<file path="config.mk">
export PLATFORM = sky130hd
export DESIGN_NAME = vc_writeback_engine
export DESIGN_NICKNAME = d
export VERILOG_FILES = /design/src/rtl/vc_writeback_engine.sv
export SDC_FILE = /design/constraint.sdc
export NUM_CORES = 1
export LEC_CHECK = 0
export ABC_AREA = 0
export CELL_PAD_IN_SITES_DETAIL_PLACEMENT = 1
export CELL_PAD_IN_SITES_GLOBAL_PLACEMENT = 1
export CORE_UTILIZATION = 46
export DETAILED_ROUTE_END_ITERATION = 8
export PLACE_DENSITY = 0.95
export SLEW_MARGIN = 25
export SYNTH_ARGS = -nofsm -noshare
export SYNTH_HDL_FRONTEND = slang
export SYNTH_SLANG_ARGS = --single-unit
</file>
<file path="constraint.sdc">
create_clock -name clk -period 11.3 [get_ports clk]
set_input_delay 1.13 -clock clk [delete_from_list [all_inputs] [get_ports clk]]
set_output_delay 1.13 -clock clk [all_outputs]
set_load 0.005 [all_outputs]
</file>
<file path="src/rtl/vc_writeback_engine.sv">
`default_nettype none
// ============================================================================
// Module   : vc_writeback_engine
// Purpose  : Drains one victim-cache way: tag lookup, line read, memory
//            write burst of dirty lines, then invalidate of the way.
// Revision : 1.0
// ============================================================================
module vc_writeback_engine #(
    parameter int TAG_WIDTH  = 20,
    parameter int NUM_WAYS   = 4,
    parameter int LINE_WORDS = 4,
    parameter int DATA_WIDTH = 32,
    parameter int ADDR_WIDTH = 32,
    localparam int WAY_BITS    = $clog2(NUM_WAYS),
    localparam int WORD_BITS   = $clog2(LINE_WORDS),
    localparam int OFFSET_BITS = $clog2(LINE_WORDS * DATA_WIDTH / 8)
) (
    input  logic                  clk,
    input  logic                  rst,
    input  logic                  wb_req_valid,
    input  logic [WAY_BITS-1:0]   wb_req_way,
    output logic                  wb_req_ready,
    output logic                  wb_done,
    output logic                  wb_wrote,
    output logic                  busy,
    output logic                  ts_read_en,
    output logic [WAY_BITS-1:0]   ts_read_way,
    input  logic [TAG_WIDTH-1:0]  ts_tag_read,
    input  logic                  ts_dirty_read,
    input  logic                  ts_valid_read,
    output logic                  ts_inv_en,
    output logic [WAY_BITS-1:0]   ts_inv_way,
    output logic                  dr_en,
    output logic [WAY_BITS-1:0]   dr_way,
    output logic [WORD_BITS-1:0]  dr_word,
    input  logic [DATA_WIDTH-1:0] dr_data,
    output logic                  mem_req_valid,
    input  logic                  mem_req_ready,
    output logic [ADDR_WIDTH-1:0] mem_addr,
    output logic [DATA_WIDTH-1:0] mem_wdata,
    output logic                  mem_wlast,
    input  logic                  mem_ack
);

    typedef enum logic [2:0] {
        S_IDLE     = 3'd0,
        S_LOOKUP   = 3'd1,
        S_FILL     = 3'd2,
        S_SEND     = 3'd3,
        S_WAIT_ACK = 3'd4,
        S_INVAL    = 3'd5,
        S_DONE     = 3'd6
    } state_t;

    localparam logic [WORD_BITS:0]   c_CNT_ONE      = (WORD_BITS+1)'(1);
    localparam logic [WORD_BITS:0]   c_FILL_LAST    = (WORD_BITS+1)'(LINE_WORDS);
    localparam logic [WORD_BITS:0]   c_FILL_RD_LAST = (WORD_BITS+1)'(LINE_WORDS - 1);
    localparam logic [WORD_BITS-1:0] c_BEAT_ONE     = WORD_BITS'(1);
    localparam logic [WORD_BITS-1:0] c_BEAT_LAST    = WORD_BITS'(LINE_WORDS - 1);

    state_t                r_state;
    logic [WAY_BITS-1:0]   r_way;
    logic [TAG_WIDTH-1:0]  r_tag;
    logic                  r_dirty;
    logic [WORD_BITS:0]    r_cnt;
    logic [WORD_BITS-1:0]  r_beat;
    logic [DATA_WIDTH-1:0] r_line [LINE_WORDS];

    logic                  r_req_ready;
    logic                  r_done;
    logic                  r_wrote;
    logic                  r_busy;
    logic                  r_ts_read_en;
    logic                  r_ts_inv_en;
    logic                  r_dr_en;
    logic [WORD_BITS-1:0]  r_dr_word;
    logic                  r_mem_valid;
    logic [DATA_WIDTH-1:0] r_mem_wdata;
    logic                  r_mem_wlast;

    logic [WORD_BITS-1:0]  w_cap_idx;
    logic [WORD_BITS-1:0]  w_next_beat;
    logic [ADDR_WIDTH-1:0] w_line_addr;

    // FILL cycle k captures the word requested on cycle k-1
    assign w_cap_idx   = WORD_BITS'(r_cnt - c_CNT_ONE);
    assign w_next_beat = r_beat + c_BEAT_ONE;
    assign w_line_addr = ADDR_WIDTH'({r_tag, {OFFSET_BITS{1'b0}}});

    always_ff @(posedge clk) begin
        if (rst) begin
            r_state      <= S_IDLE;
            r_way        <= '0;
            r_tag        <= '0;
            r_dirty      <= 1'b0;
            r_cnt        <= '0;
            r_beat       <= '0;
            r_req_ready  <= 1'b1;
            r_done       <= 1'b0;
            r_wrote      <= 1'b0;
            r_busy       <= 1'b0;
            r_ts_read_en <= 1'b0;
            r_ts_inv_en  <= 1'b0;
            r_dr_en      <= 1'b0;
            r_dr_word    <= '0;
            r_mem_valid  <= 1'b0;
            r_mem_wdata  <= '0;
            r_mem_wlast  <= 1'b0;
            for (int i = 0; i < LINE_WORDS; i++) begin
                r_line[i] <= '0;
            end
        end else begin
            r_ts_read_en <= 1'b0;
            r_ts_inv_en  <= 1'b0;
            r_dr_en      <= 1'b0;
            r_dr_word    <= '0;
            r_done       <= 1'b0;
            r_wrote      <= 1'b0;
            case (r_state)
                S_IDLE: begin
                    if (wb_req_valid) begin
                        r_way        <= wb_req_way;
                        r_ts_read_en <= 1'b1;
                        r_req_ready  <= 1'b0;
                        r_busy       <= 1'b1;
                        r_state      <= S_LOOKUP;
                    end
                end
                S_LOOKUP: begin
                    r_tag   <= ts_tag_read;
                    r_dirty <= ts_dirty_read;
                    if (!ts_valid_read) begin
                        r_done  <= 1'b1;
                        r_state <= S_DONE;
                    end else if (!ts_dirty_read) begin
                        r_ts_inv_en <= 1'b1;
                        r_done      <= 1'b1;
                        r_state     <= S_INVAL;
                    end else begin
                        r_dr_en <= 1'b1;
                        r_cnt   <= '0;
                        r_state <= S_FILL;
                    end
                end
                S_FILL: begin
                    if (r_cnt != '0) begin
                        r_line[w_cap_idx] <= dr_data;
                    end
                    if (r_cnt < c_FILL_RD_LAST) begin
                        r_dr_en   <= 1'b1;
                        r_dr_word <= WORD_BITS'(r_cnt + c_CNT_ONE);
                    end
                    if (r_cnt == c_FILL_LAST) begin
                        r_cnt       <= '0;
                        r_beat      <= '0;
                        r_mem_valid <= 1'b1;
                        r_mem_wdata <= r_line[0];
                        r_mem_wlast <= 1'b0;
                        r_state     <= S_SEND;
                    end else begin
                        r_cnt <= r_cnt + c_CNT_ONE;
                    end
                end
                S_SEND: begin
                    // Beat registers only move on a handshake, which keeps them stable under stall
                    if (mem_req_ready) begin
                        if (r_beat == c_BEAT_LAST) begin
                            r_mem_valid <= 1'b0;
                            r_mem_wlast <= 1'b0;
                            r_mem_wdata <= '0;
                            r_state     <= S_WAIT_ACK;
                        end else begin
                            r_beat      <= w_next_beat;
                            r_mem_wdata <= r_line[w_next_beat];
                            r_mem_wlast <= (w_next_beat == c_BEAT_LAST);
                        end
                    end
                end
                S_WAIT_ACK: begin
                    if (mem_ack) begin
                        r_ts_inv_en <= 1'b1;
                        r_done      <= 1'b1;
                        r_wrote     <= r_dirty;
                        r_state     <= S_INVAL;
                    end
                end
                S_INVAL, S_DONE: begin
                    r_req_ready <= 1'b1;
                    r_busy      <= 1'b0;
                    r_state     <= S_IDLE;
                end
                default: begin
                    r_state <= S_IDLE;
                end
            endcase
        end
    end

    assign wb_req_ready  = r_req_ready;
    assign wb_done       = r_done;
    assign wb_wrote      = r_wrote;
    assign busy          = r_busy;
    assign ts_read_en    = r_ts_read_en;
    assign ts_read_way   = r_ts_read_en ? r_way : '0;
    assign ts_inv_en     = r_ts_inv_en;
    assign ts_inv_way    = r_ts_inv_en ? r_way : '0;
    assign dr_en         = r_dr_en;
    assign dr_way        = r_dr_en ? r_way : '0;
    assign dr_word       = r_dr_word;
    assign mem_req_valid = r_mem_valid;
    assign mem_addr      = r_mem_valid ? w_line_addr : '0;
    assign mem_wdata     = r_mem_wdata;
    assign mem_wlast     = r_mem_wlast;

endmodule
`default_nettype wire

</file>
==> reports/metrics.yaml, run 1 <==
outcome:
  outcome: "complete, no violations"
global_routing:
  antenna_found_initial: 0
  grt_overflow: 0
  grt_use_total_pct: 26.24
  grt_pass1_vias: 6791
  grt_pass1_wl_mm: 39.28
  grt_max_degree: 78
die:
  die_x_microns: 140.5
  io_pins: 142
  row_count: 50
  start_util_pct: 46.99
  fp.dieArea_sq_um: 19730
  die_h_microns: 140.5
  coreArea_sq_um: 18770
clock_tree:
  cts_tree: "built"
  cts-root-buf: "clkbuf_16"
  cts_sinks: 202
  htreeDepth: 1
  numCtsBuffers: 22
  path_clk_slew_ns: 0.06
  postCtsHoldBufs: 0
  clk_latency_ns: 0.52
  post_cts.repair.setup_buffers: 0
  cts_resized: 0
  cts_buffer_depth: 3
worst_setup_path:
  path_class: "primary input to flip-flop"
  crit_chain: "buf_2, buf_4, nor3_4, buf_8, and3_2, or2_2"
  crit-reg2reg-capture: "r_line[1][27]"
  worstRegToRegCells: 5
  timing.rr.start: "r_state[1]"
  cp_data_required_time_ns: 11.42
  cp_slowest_cell: "or2_2"
  startpoint: "rst"
  max_stage_delay_ns: 0.82
  critPathArrivalTime_ns: 3.99
  cp_max_fo: 77
  cp-end-kind: "flip-flop"
  cp-endpoint: "r_line[1][27]"
  startpoint_type: "primary input"
  r2r_slack_ns: 7.47
detailed_routing:
  wl_met3_mm: 1.475
  wl_met1_mm: 9.723
  dr.pass1.iters: 4
  top_layer: "met4"
  drt-wirelength-per-cell_microns: 23.43
  drtIter0Drc: 452
  drc_errors: 0
  via_count: 6277
  routed_via_density: 5.801
  wl_mm: 25.35
  ant_nets: 0
  met2_length_mm: 13.35
run:
  cap_violations: 0
timing:
  fmax_ghz: 0.2585
  rsz0062_at_grt: "no"
  finalSetupViolations: 0
  finalClockSkew_ns: 0.02373
  setup_tns_ns: 0
  maxSlewViolCount: 0
  hold_ws_ns: 0.4422
  finalHoldViolCount: 0
  tightest_slew_ns: 0.9637
  slew_headroom_pct: 35.75
  layout_min_cycle_time_ns: 3.868
  finalCritPeriodShare_pct: 34.23
hold_path:
  hold_path_class: "flip-flop to flip-flop"
  min_from: "r_dirty"
logic_synthesis:
  synth.area.top_cells: "edfxtp_1, dfxtp_1, and2_1"
  ys_async_sr_fraction_pct: 0
  synth.distinct_cells: 45
  ys.flop_type: "edfxtp_1"
  ys_top_cells_by_count: "and2_1, edfxtp_1, dfxtp_1, nand2_1, nor2_1"
  synth.cell_area_sq_um: 8818
  avgSynthCellArea_sq_um: 12.21
  synth_edf_count: 128
  yosysWarnings: 0
  syn_inst: 722
  synth.top_cell.area_share_pct: 43.59
  synth_top_area_cell: "edfxtp_1"
  post-synth-top-count-cell: "and2_1"
  ys_seq_elements: 202
  yosysSeqAreaShare_pct: 60.39
pwr:
  power_frac_comb_pct: 15.9
  power.internal_w: 0.001401
  total_power_w: 0.001916
  p_sw_share_pct: 26.90
  power_frac_clock_pct: 37.5
  p_per_area_nw_per_um2: 174.5
  power_leakage_nw: 3.954
  seqPwrFrac_pct: 46.6
  ir_worst_vdd_v: 0.0001266
  switchingPower_w: 0.0005156
finish:
  syn_to_final_growth_pct: 24.53
  layout.nets: 897
  fillerInstances: 1884
  antenna_cells: 0
  drive_gt1_share_pct: 10.14
  fin_util_pct: 58.51
  fin_cells: 1082
placed_design:
  place_congestion: 0.7848
  numPortBuffers: 129
  dp_hpwl_mm: 15.29
  dp.cells: 1040
==> how the worst min path moves through the flow <==
stage	end	slack [ns]	depth (start not counted)
final	wb_wrote	0.44	2
after global routing	wb_wrote	0.46	2
after CTS	wb_wrote	0.44	2
after detailed placement	wb_wrote	0.43	2
after global placement	wb_wrote	0.43	2
after floorplan	wb_wrote	0.41	2
==> metal layers <==
| layer | vias up | global-route usage (%) |
|---|---|---|
| li1 | 2806 | - |
| met1 | 3141 | 30.42 |
| met2 | 277 | 48.74 |
| met3 | 53 | 4.000 |
| met4 | 0 | 10.01 |
| met5 | - | 0 |
==> layout make-up <==
| type | count | area, sq um | area share (%) |
|---|---|---|---|
| clock inverters | 7 | 87.58 | 0.7975 |
| well taps | 234 | 292.8 | 2.666 |
| multi-input cells | 457 | 3214 | 29.27 |
| clock buffers | 33 | 623.1 | 5.674 |
| repair buffers | 141 | 1408 | 12.82 |
| inverters | 8 | 30.03 | 0.2734 |
| flip-flops and latches | 202 | 5326 | 48.50 |
==> sequential cells by signal, indices dropped and copies added, names as in the netlist, 2 cells and up <==
register,cells
dr_word,2
mem_wdata,32
r_beat,2
r_cnt,3
r_line,128
r_state,3
r_tag,20
r_way,2
==> stage by stage <==
step,setup slack (ns),area (sq um)
final,7.432,10980
after global placement,6.445,10220
after global routing,7.233,10980
after detailed placement,6.549,10230
after CTS,7.036,10940
after floorplan,6.460,8860
==> power groups by stage <==
stage	Combinational (W)	Clock (W)	Sequential [W]
final	0.000304	0.000720	0.000893
after global routing	0.000332	0.000757	0.000901
after CTS	0.000305	0.000728	0.000892
after detailed placement	0.000300	0	0.000906
after global placement	0.000285	0	0.000900
after floorplan	0.000198	0	0.000883
==> cells in the final DEF, fill, tap and decap left out, types with 3 or more instances in the layout <==
master,n
and2_1,154
clkdlybuf4s50_1,128
edfxtp_1,128
dfxtp_1,73
nand2_1,52
nor2_1,46
nor3_1,39
a21oi_1,34
mux4_2,32
a221oi_1,32
clkbuf_16,23
conb_1,12
clkbuf_1,9
buf_4,9
inv_1,8
o21ai_0,5
ha_1,4
nor2b_1,3
or2_2,3
nand2b_1,3
a2bb2oi_1,3
clkinv_1,3
==> critical path, delay by kind of cell <==
family | cells | cell delay, ns
simple gates | 3 | 2.06
buf+inv | 3 | 0.73
==> logic make-up (layout without fill, tap and decap cells) <==
logic type	after synthesis	after routing	share of synthesized area (%)
other cells	1	12	0.04252
buf+inv	74	189	3.944
flops	202	202	60.39
mux	33	33	8.286
simple gates	318	318	19.62
compound gates	90	90	7.151
fa+ha+maj	4	4	0.5676
Power figures use the tool's default switching activity.
==> inputs of run 2 (changes only) <==
--- a/config.mk
+++ b/config.mk
@@ -8,9 +8,9 @@
 export ABC_AREA = 0
 export CELL_PAD_IN_SITES_DETAIL_PLACEMENT = 1
 export CELL_PAD_IN_SITES_GLOBAL_PLACEMENT = 1
-export CORE_UTILIZATION = 46
+export CORE_UTILIZATION = 43
 export DETAILED_ROUTE_END_ITERATION = 8
-export PLACE_DENSITY = 0.95
+export PLACE_DENSITY = 0.91
 export SLEW_MARGIN = 25
 export SYNTH_ARGS = -nofsm -noshare
 export SYNTH_HDL_FRONTEND = slang
==> constraint.sdc (replaced) <==
create_clock -name clk -period 3.9 [get_ports clk]
set_input_delay 0.39 -clock clk [delete_from_list [all_inputs] [get_ports clk]]
set_output_delay 0.39 -clock clk [all_outputs]
set_load 0.005 [all_outputs]
==> run 2 against run 1 <==
Clock-buffer cell count fell by 4. Setup slack got worse by 6.6 ns. Via count fell by 0.91%. Register-to-register slack got worse by 6.6 ns. Final cell count rose by 3.6%. Flip-flop and latch count did not move. Largest power group unchanged. Routed wire length fell by 5.4%. First-iteration DRC count fell by 16%.
==> reports/metrics.yaml, run 2 (synthesis gave the netlist of run 1 again) <==
worst_setup_path:
  max_stage_delay_ns: 0.72
  cp_num_buf_inv: 0
  crit_family: "simple AND/OR/NAND/NOR gates"
  worstRegToRegCells: 4
  startpoint_type: "flip-flop"
  crit_chain: "or3b_1, nor3_4, and3_1, or2_2"
  cp_slowest_cell: "or2_2"
  cp_data_required_time_ns: 4.02
  r2r_slack_ns: 0.82
  cp-end-kind: "flip-flop"
  crit-reg2reg-capture: "r_line[1][28]"
  cp_max_fo: 32
  path_class: "flip-flop to flip-flop"
  timing.rr.start: "r_state[1]"
  critPathArrivalTime_ns: 3.20
timing:
  finalHoldViolCount: 0
  maxSlewViolCount: 0
  finalSetupViolations: 0
  finalCritPeriodShare_pct: 78.95
  tightest_slew_ns: 0.9699
  layout_min_cycle_time_ns: 3.079
  slew_headroom_pct: 35.20
  setup_tns_ns: 0
  fmax_ghz: 0.3248
  setup_ws_ns: 0.8208
  rsz0062_at_grt: "no"
  finalClockSkew_ns: 0.007304
pwr:
  p_per_area_nw_per_um2: 498.1
  ir_worst_vdd_v: 0.0003439
  power_leakage_nw: 3.966
  total_power_w: 0.005489
clock_tree:
  cts_tree: "built"
  cts_buffer_depth: 3
  cts_resized: 0
  numCtsBuffers: 22
  post_cts.repair.setup_buffers: 0
  cts_sinks: 202
  htreeDepth: 1
  path_clk_slew_ns: 0.06
  postCtsHoldBufs: 0
  cts-root-buf: "clkbuf_16"
  clk_latency_ns: 0.50
finish:
  fillerInstances: 2052
  multi_input_comb_area_sq_um: 3224
  final_cell_mix: "and2_1, clkdlybuf4s50_1, edfxtp_1"
  antenna_cells: 0
  syn_to_final_growth_pct: 24.97
  fin_util_pct: 54.64
  layout.nets: 900
  final_common_cell: "and2_1"
  regMostFlops: "r_line"
  drive_gt1_share_pct: 11.16
  fin_cells: 1121
  seq_area_sq_um: 5326
  largest_reg_flops: 128
detailed_routing:
  drt-wirelength-per-cell_microns: 21.40
  routed_via_density: 5.549
  dr.pass1.iters: 5
  drtIter0Drc: 378
  via_count: 6220
  drc_errors: 0
  wl_mm: 23.98
  ant_nets: 0
die:
  start_util_pct: 43.72
  io_pins: 142
  coreArea_sq_um: 20170
  fp.dieArea_sq_um: 21080
  die_x_microns: 145.2
  row_count: 52
  die_h_microns: 145.2
run:
  cap_violations: 0
global_routing:
  grt_overflow: 0
  grt_pass1_wl_mm: 37.43
  grt_use_total_pct: 22.74
  grt_pass1_vias: 6790
  antenna_found_initial: 0
  grt_max_degree: 59
outcome:
  outcome: "complete, no violations"
placed_design:
  numPortBuffers: 129
  dp_hpwl_mm: 15.31
  dp_slack_ns: 0.8397
  place_congestion: 0.7861
  dp.cells: 1081
hold_path:
  whs_endpoint: "r_beat[1]"
  min_from: "rst"
  hold_path_class: "primary input to flip-flop"
  min_path_cells: 2
-- run 2: cell types whose count changed in the layout (fill, tap and decap cells not counted), sizes merged --
cell and delta:
inv -1, clkinvlp +1, clkinv +5, bufinv -1
buf +3, clkbuf -4
-- run 2: worst max-delay path by stage --
| stage | to | startpoint | depth (start not counted) |
|---|---|---|---|
| final | r_line[1][28] | r_state[1] | 4 |
| after global routing | r_line[1][9] | r_state[1] | 4 |
| after CTS | r_line[1][9] | r_state[1] | 4 |
| after detailed placement | r_line[1][24] | r_state[1] | 4 |
| after global placement | r_line[1][5] | r_state[1] | 4 |
| after floorplan | r_line[3][0] | r_cnt[0] | 3 |
-- run 2: area by class of cell --
type	instances	area share [%]
Multi-Input combinational cell	457	29.26
Timing Repair Buffer	144	12.69
Tap cell	270	3.065
Sequential cell	202	48.33
Clock buffer	29	5.609
Inverter	8	0.2725
Clock inverter	11	0.7720
-- run 2: power by group --
group | leakage (nW) | total, W | switching, W | internal [W]
logic | 1.69 | 0.000879 | 0.000506 | 0.000373
clock network | 0.350 | 0.00203 | 0.000846 | 0.00118
registers | 1.92 | 0.00258 | 0.000136 | 0.00245
-- run 2: stage by stage --
stage	hold slack, ns	cell area (sq um)
3_3_place_gp	0.4317	10320
5_1_grt	0.3299	11020
2_1_floorplan	0.4144	8867
3_5_place_dp	0.4336	10320
6_report	0.3195	11020
4_1_cts	0.3045	11020
-- run 2: per-layer routing --
metal	part of all wire [%]	global-route usage, %	wire length, microns	vias up
li1	-	-	-	2805
met1	39	26.33	9283	3137
met2	53	42.09	12830	226
met3	5.4	3.774	1303	52
met4	2.4	8.158	568	0
met5	0	0	0	-
